`src/rtl/progress_pkg.sv`:
```
// rtl/progress_pkg.sv - shared state encoding and constants for the progress bar controller
package progress_pkg;

  localparam logic [1:0] ST_IDLE   = 2'd0;
  localparam logic [1:0] ST_SAMPLE = 2'd1;
  localparam logic [1:0] ST_DIVIDE = 2'd2;
  localparam logic [1:0] ST_HOLD   = 2'd3;

  localparam logic [6:0] PROG_MAX  = 7'd127;
  localparam logic [2:0] DIV_STEPS = 3'd7;

endpackage

```
`src/rtl/progress_div.sv`:
```
// rtl/progress_div.sv - serial 7-step restoring divider producing floor(num*128/den) for num < den
module progress_div #(
  parameter int AW = 25
) (
  input  logic          clk,
  input  logic          reset,
  input  logic          start,
  input  logic          abort,
  input  logic [AW-1:0] num,
  input  logic [AW-1:0] den,
  output logic          done,
  output logic [6:0]    q
);
  import progress_pkg::*;

  logic [AW:0]   rem;
  logic [AW-1:0] den_r;
  logic [6:0]    q_r;
  logic [2:0]    step;
  logic          running;
  logic [AW:0]   shifted;
  logic          take;

  // q and done expose the current step's result so the caller can latch it on the final step
  always_comb begin
    shifted = rem << 1;
    take    = shifted >= {1'b0, den_r};
    q       = {q_r[5:0], take};
    done    = running && (step == DIV_STEPS - 3'd1);
  end

  always_ff @(posedge clk) begin
    if (reset || abort) begin
      rem     <= '0;
      den_r   <= '0;
      q_r     <= '0;
      step    <= '0;
      running <= 1'b0;
    end else if (start) begin
      rem     <= {1'b0, num};
      den_r   <= den;
      q_r     <= '0;
      step    <= '0;
      running <= 1'b1;
    end else if (running) begin
      rem  <= take ? (shifted - {1'b0, den_r}) : shifted;
      q_r  <= q;
      step <= step + 3'd1;
      if (done) running <= 1'b0;
    end
  end

endmodule

```
`src/rtl/progress_ctrl.sv`:
```
// rtl/progress_ctrl.sv - loading progress bar sequencer: source arbitration, fraction refresh, post-completion hold
module progress_ctrl #(
  parameter int          AW          = 25,
  parameter logic [23:0] HOLD_CYCLES = 24'd4000000
) (
  input  logic          clk,
  input  logic          reset,
  input  logic          dl_active,
  input  logic [AW-1:0] dl_addr,
  input  logic [AW-1:0] dl_size,
  input  logic          tape_active,
  input  logic [AW-1:0] tape_pos,
  input  logic [AW-1:0] tape_size,
  input  logic          osd_visible,
  output logic          enable,
  output logic [6:0]    progress,
  output logic          src,
  output logic          busy
);
  import progress_pkg::*;

  logic [1:0]    state, state_n;
  logic          src_n;
  logic [6:0]    prog_n;
  logic [23:0]   hold_cnt, hold_n;
  logic          dl_q, tape_q, dl_rise, tape_rise;
  logic          sel_active;
  logic [AW-1:0] num, den;
  logic          div_start, div_abort, div_done;
  logic [6:0]    div_q;

  assign busy = (state != ST_IDLE);

  always_comb begin
    sel_active = src ? tape_active : dl_active;
    num        = src ? tape_pos : dl_addr;
    den        = src ? tape_size : dl_size;
    dl_rise    = dl_active && !dl_q;
    tape_rise  = tape_active && !tape_q;
    div_start  = (state == ST_SAMPLE) && sel_active && (den != '0) && (num < den);
    div_abort  = (state == ST_DIVIDE) && !sel_active;
  end

  progress_div #(.AW(AW)) u_div (
    .clk   (clk),
    .reset (reset),
    .start (div_start),
    .abort (div_abort),
    .num   (num),
    .den   (den),
    .done  (div_done),
    .q     (div_q)
  );

  always_comb begin
    state_n = state;
    src_n   = src;
    prog_n  = progress;
    hold_n  = hold_cnt;
    // A dropped source beats a completing divide
    if ((state == ST_SAMPLE || state == ST_DIVIDE) && !sel_active) begin
      state_n = ST_HOLD;
      prog_n  = PROG_MAX;
      hold_n  = HOLD_CYCLES - 24'd1;
    end else begin
      case (state)
        ST_IDLE: begin
          prog_n = '0;
          if (dl_active) begin
            state_n = ST_SAMPLE;
            src_n   = 1'b0;
          end else if (tape_active) begin
            state_n = ST_SAMPLE;
            src_n   = 1'b1;
          end
        end
        ST_SAMPLE: begin
          if (den == '0)      prog_n = '0;
          else if (num >= den) prog_n = PROG_MAX;
          else                 state_n = ST_DIVIDE;
        end
        ST_DIVIDE: begin
          if (div_done) begin
            prog_n  = div_q;
            state_n = ST_SAMPLE;
          end
        end
        ST_HOLD: begin
          // Only a fresh activation cuts the hold short; a source already waiting gets picked up from IDLE
          if (dl_rise) begin
            state_n = ST_SAMPLE;
            src_n   = 1'b0;
            prog_n  = '0;
          end else if (tape_rise) begin
            state_n = ST_SAMPLE;
            src_n   = 1'b1;
            prog_n  = '0;
          end else if (hold_cnt == '0) begin
            state_n = ST_IDLE;
            prog_n  = '0;
          end else begin
            hold_n = hold_cnt - 24'd1;
          end
        end
        default: state_n = ST_IDLE;
      endcase
    end
  end

  always_ff @(posedge clk) begin
    if (reset) begin
      state    <= ST_IDLE;
      src      <= 1'b0;
      progress <= '0;
      enable   <= 1'b0;
      hold_cnt <= '0;
      dl_q     <= 1'b0;
      tape_q   <= 1'b0;
    end else begin
      state    <= state_n;
      src      <= src_n;
      progress <= prog_n;
      enable   <= (state_n != ST_IDLE) && !osd_visible;
      hold_cnt <= hold_n;
      dl_q     <= dl_active;
      tape_q   <= tape_active;
    end
  end

endmodule

```
`config.mk`:
```
export PLATFORM = sky130hd
export DESIGN_NAME = progress_ctrl
export DESIGN_NICKNAME = d
export VERILOG_FILES = /design/src/rtl/progress_pkg.sv /design/src/rtl/progress_div.sv /design/src/rtl/progress_ctrl.sv
export SDC_FILE = /design/constraint.sdc
export NUM_CORES = 1
export LEC_CHECK = 0
export BUFFER_PORTS_ARGS = -buffer_cell sky130_fd_sc_hd__buf_2
export CORE_MARGIN = 1.5
export CORE_UTILIZATION = 30
export DETAILED_ROUTE_END_ITERATION = 7
export HOLD_SLACK_MARGIN = 0.1
export SYNTH_ARGS = -nofsm -noshare
export SYNTH_HDL_FRONTEND = slang
export SYNTH_SLANG_ARGS = --single-unit
```
`constraint.sdc`:
```
create_clock -name clk -period 12.8 [get_ports clk]
set_input_delay 1.28 -clock clk [delete_from_list [all_inputs] [get_ports clk]]
set_output_delay 1.28 -clock clk [all_outputs]
set_load 0.01 [all_outputs]
```
==> results of run 1 <==
-- area by class of cell --
class | count | area (sq um)
clock buffer | 9 | 225
clock inverter | 7 | 92.6
fill | 2401 | 14700
inverter | 40 | 150
multi-input combinational | 674 | 4760
sequential | 97 | 1940
tap | 313 | 392
timing repair buffer | 120 | 616
-- worst max-delay path, stage by stage, from the launching register on --
cell      delay, ps
dfxtp_2         310
buf_4           590
mux2_2          470
ha_1            320
a21oi_1         120
o21ai_0         140
a221oi_1        320
o21ai_0         300
nor4b_4         360
buf_4           370
inv_1           270
nand2_1         470
o21ai_0         180
-- how the worst min path moves through the flow --
stage                       from            to  slack (ps)  cells after the start
finish               progress[3]   progress[3]         470                      2
global route         progress[6]   progress[6]         500                      2
CTS                  progress[3]   progress[3]         470                      2
detailed placement   progress[3]   progress[3]         460                      2
global placement     progress[3]   progress[3]         450                      2
floorplan           u_div.q_r[5]  u_div.q_r[5]         460                      2
-- per-layer routing --
metal	wire (um)	share of wire [%]	global-route usage, %	up-vias
met2	9430	46	28.3	193
li1	-	-	-	3314
met4	391	1.9	4.44	0
met5	0	0	0	-
met1	9560	47	22.6	3022
met3	1070	5.2	3.18	25
-- registers in the layout (all words and copies together), names as in the netlist --
name / cells
dl_q: 1
enable: 1
hold_cnt: 24
progress: 7
src: 1
state: 2
tape_q: 1
u_div.den_r: 25
u_div.q_r: 6
u_div.rem: 25
u_div.running: 1
u_div.step: 3
-- report_power, final --
group	switching [mW]	internal [mW]
Clock	0.133	0.157
Combinational	1.19	0.751
Sequential	0.0809	0.401
Total	1.41	1.31
-- cell usage in the layout, fill, tap and decap left out, types with 25 or more instances in the layout --
| cell type | n |
|---|---|
| a21oi_1 | 52 |
| dfxtp_1 | 96 |
| nor2_1 | 74 |
| nand3_1 | 35 |
| nand2_1 | 68 |
| buf_2 | 114 |
| mux2_2 | 25 |
| mux2i_1 | 34 |
| a211oi_1 | 40 |
| o21ai_0 | 44 |
| ha_1 | 57 |
| xnor2_1 | 30 |
| inv_1 | 40 |
-- cells by family after synthesis --
group,count (synthesis),share of synthesized area (%)
compound gates,231,22.9
xor+xnor,41,5.08
fa+ha+maj,58,10.4
buf+inv,83,5.20
flops,97,27.5
mux,59,8.79
simple gates,285,20.2
-- metrics by stage --
stage / cells / setup slack [ps] / hold slack, ps
floorplan: 854 / 8690 / 460
global placement: 1244 / 8250 / 455
detailed placement: 1244 / 8200 / 461
CTS: 1260 / 8450 / 472
global route: 1260 / 8030 / 497
finish: 1260 / 8360 / 469
==> flow_metrics.tcl, run 1 <==
set metrics [dict create \
    setup_tns_ps 0 \
    dp_hpwl_mm 16.0 \
    yosysWarnings 0 \
    synth_commonest_cells "dfxtp_1, nor2_1, nand2_1" \
    drt_first_pass_iters 5 \
    rsz0062_at_grt "no" \
    finalWirelength_mm 20.5 \
    crit_fanout 57 \
    cap_violations 0 \
    die_x_um 157 \
    async_flop_share_pct 0 \
    max-vdd-ir-drop_v 0.000157 \
    clkSlewWorstSetupHoldPaths_ps 70 \
    max_freq_mhz 225 \
    synth_top_area_share_pct 27.5 \
    finalHoldViolations 0 \
    antenna_left 0 \
    ys_seq_elements 97 \
    place.gp.congestion 0.909 \
    fin_crit_sh_pct 34.7 \
    ioPinCount 115 \
    synth_area_leaders "dfxtp_1, ha_1, mux2i_1" \
    cp_data_required_time_ps 13020 \
    tightest_slew_ps 1190 \
    cts_buffer_depth 2 \
    synth-seq-area-share_pct 27.5 \
    placed_area_sq_mm 0.00786 \
    fin_crit_ps 4440 \
    antenna_found_initial 0 \
    startpoint_type "register" \
    drc 0 \
    cts_tree "built" \
    synthFlopType "dfxtp_1" \
    synth_area_leader_cell "dfxtp_1" \
    synth-edff-count 0 \
    avgViaCountPerCell 5.20 \
    synth_cell_types 71 \
    r2r_slack_ps 8360 \
    grt_pass1_wl_mm 32.5 \
    drv_slew 0 \
    synthCells 854 \
    startpoint "src" \
    root_buffer "clkbuf_16" \
    crit_end "u_div.rem[15]" \
    cellLeakagePower_nw 3.31 \
    post_cts_buffers 0 \
    die_h_um 157 \
    gr-usage-all-layers_pct 17.1 \
    cts_resized 0 \
    end_kind "register" \
    finClkSkew_ps 11.3 \
    grt_pass1_vias 6127 \
    worstSkewPairLatency_ps 350 \
    hp-class "register to register" \
    final_cell_area_sq_mm 0.00818 \
    r2r_start "src" \
    area_delta_synth_final_pct 15.7 \
    worstReg2RegEnd "u_div.rem[15]" \
    power.density_mw_per_mm2 332 \
    wire_per_inst_um 16.2 \
    fp.coreArea_sq_mm 0.0229 \
    grt.overflow.total 0 \
    cp_data_arrival_time_ps 4660 \
    first_iter_violations 424 \
    grt_max_degree 58 \
    slew_headroom_pct 20.4 \
    critical_path_class "register to register" \
    status "finished, final reports clean" \
    setup_viol 0 \
    p_total_mw 2.72 \
    nNetsFinal 1105 \
    cts_hold_buffers 0 \
    cts_made_buffers 9 \
    num_vias 6554 \
    initial_core_util_pct 30.9 \
    syn_avg_cell_area_sq_um 8.28 \
    h-tree-depth 3 \
    yosysMostFrequentCell "dfxtp_1" \
    syn_nets 1017 \
    io_buffer_count 114 \
    fin_util_pct 35.7 \
    num_rows 55 \
    mappedNetlistArea_sq_mm 0.00707 \
    design.die.area_sq_mm 0.0245 \
    diodes 0 \
    r2r_cells 12 \
    cts_sinks 97 \
    final_layout_size_suffix_gt1_share_pct 19.3 \
]
Power figures use the tool's default switching activity.
==> run 2, diff against run 1 <==
==> constraint.sdc (replaced) <==
create_clock -name clk -period 3.7 [get_ports clk]
set_input_delay 0.37 -clock clk [delete_from_list [all_inputs] [get_ports clk]]
set_output_delay 0.37 -clock clk [all_outputs]
set_load 0.01 [all_outputs]
==> flow_metrics.tcl, run 2 (same netlist as run 1, synthesis figures left out) <==
set metrics [dict create \
    setup_viol 0 \
    most-common-layout-cells "buf_2, dfxtp_1, nor2_1" \
    ioPinCount 115 \
    fin_crit_ps 3490 \
    grt.overflow.total 0 \
    rsz0062_at_grt "no" \
    cts_sinks 97 \
    placed_area_sq_mm 0.00804 \
    holdPathStages 2 \
    final_common_cell "buf_2" \
    end_kind "register" \
    dp_hpwl_mm 17.3 \
    worstSkewPairLatency_ps 360 \
    clkPwrFrac_pct 10.4 \
    num_vias 6747 \
    hp-class "input port to register" \
    top_regs "u_div.den_r x25, u_div.rem x25, hold_cnt x24" \
    finalHoldViolations 0 \
    cp_data_required_time_ps 3930 \
    max_freq_mhz 286 \
    final_layout_size_suffix_gt1_share_pct 21.1 \
    critical_path_class "register to register" \
    io_buffer_count 114 \
    cts_tree "built" \
    wire_per_inst_um 17.0 \
    sw_frac_of_total_pct 51.3 \
    first_iter_violations 507 \
    cpPeakStageDelay_ps 490 \
    grt_pass1_wl_mm 34.6 \
    status "finished, final reports clean" \
    die_x_um 157 \
    die_h_um 157 \
    drc 0 \
    nNetsFinal 1126 \
    design.die.area_sq_mm 0.0245 \
    max-vdd-ir-drop_v 0.000890 \
    root_buffer "clkbuf_16" \
    r2r_slack_ps 210 \
    r2r_start "src" \
    slowest_stage "dfxtp_4" \
    startpoint_type "register" \
    diodes 0 \
    h-tree-depth 3 \
    drt_first_pass_iters 5 \
    grt_max_degree 43 \
    p_int_mw 4.72 \
    antenna_left 0 \
    finClkSkew_ps 12.8 \
    tightest_slew_ps 722 \
    finalWirelength_mm 21.8 \
    initial_core_util_pct 30.9 \
    fp.coreArea_sq_mm 0.0229 \
    num_rows 55 \
    path_common_cell "buf_4" \
    gr-usage-all-layers_pct 18.3 \
    area_delta_synth_final_pct 18.3 \
    switchingPower_mw 4.97 \
    cellLeakagePower_nw 3.42 \
    r2r_cells 13 \
    setup_tns_ps 0 \
    crit_fanout 14 \
    fin_util_pct 36.5 \
    final_cell_area_sq_mm 0.00836 \
    holdCritStartpoint "osd_visible" \
    clkSlewWorstSetupHoldPaths_ps 70 \
    whs_ps 169 \
    cts_made_buffers 9 \
    cp_data_arrival_time_ps 3720 \
    startpoint "src" \
    hold_end "enable" \
    seqPwrFrac_pct 17.6 \
    crit_path_cell_trace "buf_4 -> mux2i_1 -> ha_1 -> and3_1 -> a221oi_1 -> nor2b_1 -> o31a_1 -> nor4b_4 -> buf_4 -> inv_1 -> buf_4 -> o221ai_1 -> o31ai_1" \
    place.gp.congestion 0.915 \
    grt_pass1_vias 6517 \
    fin_crit_sh_pct 94.4 \
    avgViaCountPerCell 5.27 \
    p_comb_share_pct 71.9 \
    antenna_found_initial 0 \
    worstReg2RegEnd "u_div.rem[19]" \
    cap_violations 0 \
    cts_buffer_depth 2 \
    power.density_mw_per_mm2 1160 \
    drv_slew 0 \
    slew_headroom_pct 51.5 \
]
-- run 2: cell types whose count changed in the layout (fill, tap and decap cells not counted), sizes merged --
cell,before,now
inv,43,44
clkinv,3,2
buf,120,141
-- run 2: layer usage --
layer | track usage, % | share of wire (%) | wire length, um | up-vias
met5 | 0 | 0 | 0 | -
met2 | 30.6 | 47 | 10200 | 198
met4 | 5.44 | 2.1 | 461 | 0
li1 | - | - | - | 3347
met3 | 3.27 | 5.4 | 1180 | 30
met1 | 23.9 | 46 | 10000 | 3172
-- run 2: repair_timing --
item                                    4_1_cts  5_1_grt
setup buffers                                 0        1
endpoints found under the setup margin        0       32
hold buffers                                  0        0
resized for setup                             0        2
hold endpoints to repair                      0        0
-- run 2: final cells by class --
class                      count  area (sq um)
clock buffer                   9           225
clock inverter                 7          92.6
fill                        2409         14600
inverter                      40           150
multi-input combinational    674          4760
sequential                    97          1950
tap                          313           392
timing repair buffer         141           798
-- run 2: critical path: cells and delay by family (launching register included) --
kind	cells	cell delay (ps)
AOI/OAI and AO/OA	4	850
adders and majority gates	1	290
buffers and inverters	4	730
DFF	1	490
muxes	1	350
and+or+nand+nor	3	640
-- run 2: power groups by stage --
stage	registers, mW	logic [mW]	clock network, mW
after floorplan	1.63	5.23	0
after global placement	1.72	6.84	0
after detailed placement	1.72	6.88	0
after CTS	1.70	6.92	1.03
after global routing	1.75	7.67	1.06
final	1.71	6.97	1.01
-- run 2: metrics by stage --
step / worst slack (ps) / power (mW) / std cells
2_1_floorplan: 3.44 / 6.86 / 854
3_3_place_gp: 165 / 8.55 / 1264
3_5_place_dp: 47.0 / 8.60 / 1264
4_1_cts: 15.1 / 9.64 / 1280
5_1_grt: 48.0 / 10.5 / 1281
6_report: 206 / 9.69 / 1281
-- run 2: how the worst max path moves through the flow --
stage                         end  slack (ps)  cells after the start
detailed placement  u_div.rem[19]          50                     13
global route        u_div.rem[24]          50                     13
finish              u_div.rem[19]         210                     13
CTS                 u_div.rem[19]          20                     13
global placement    u_div.rem[19]         160                     13
floorplan           u_div.rem[19]           3                     15
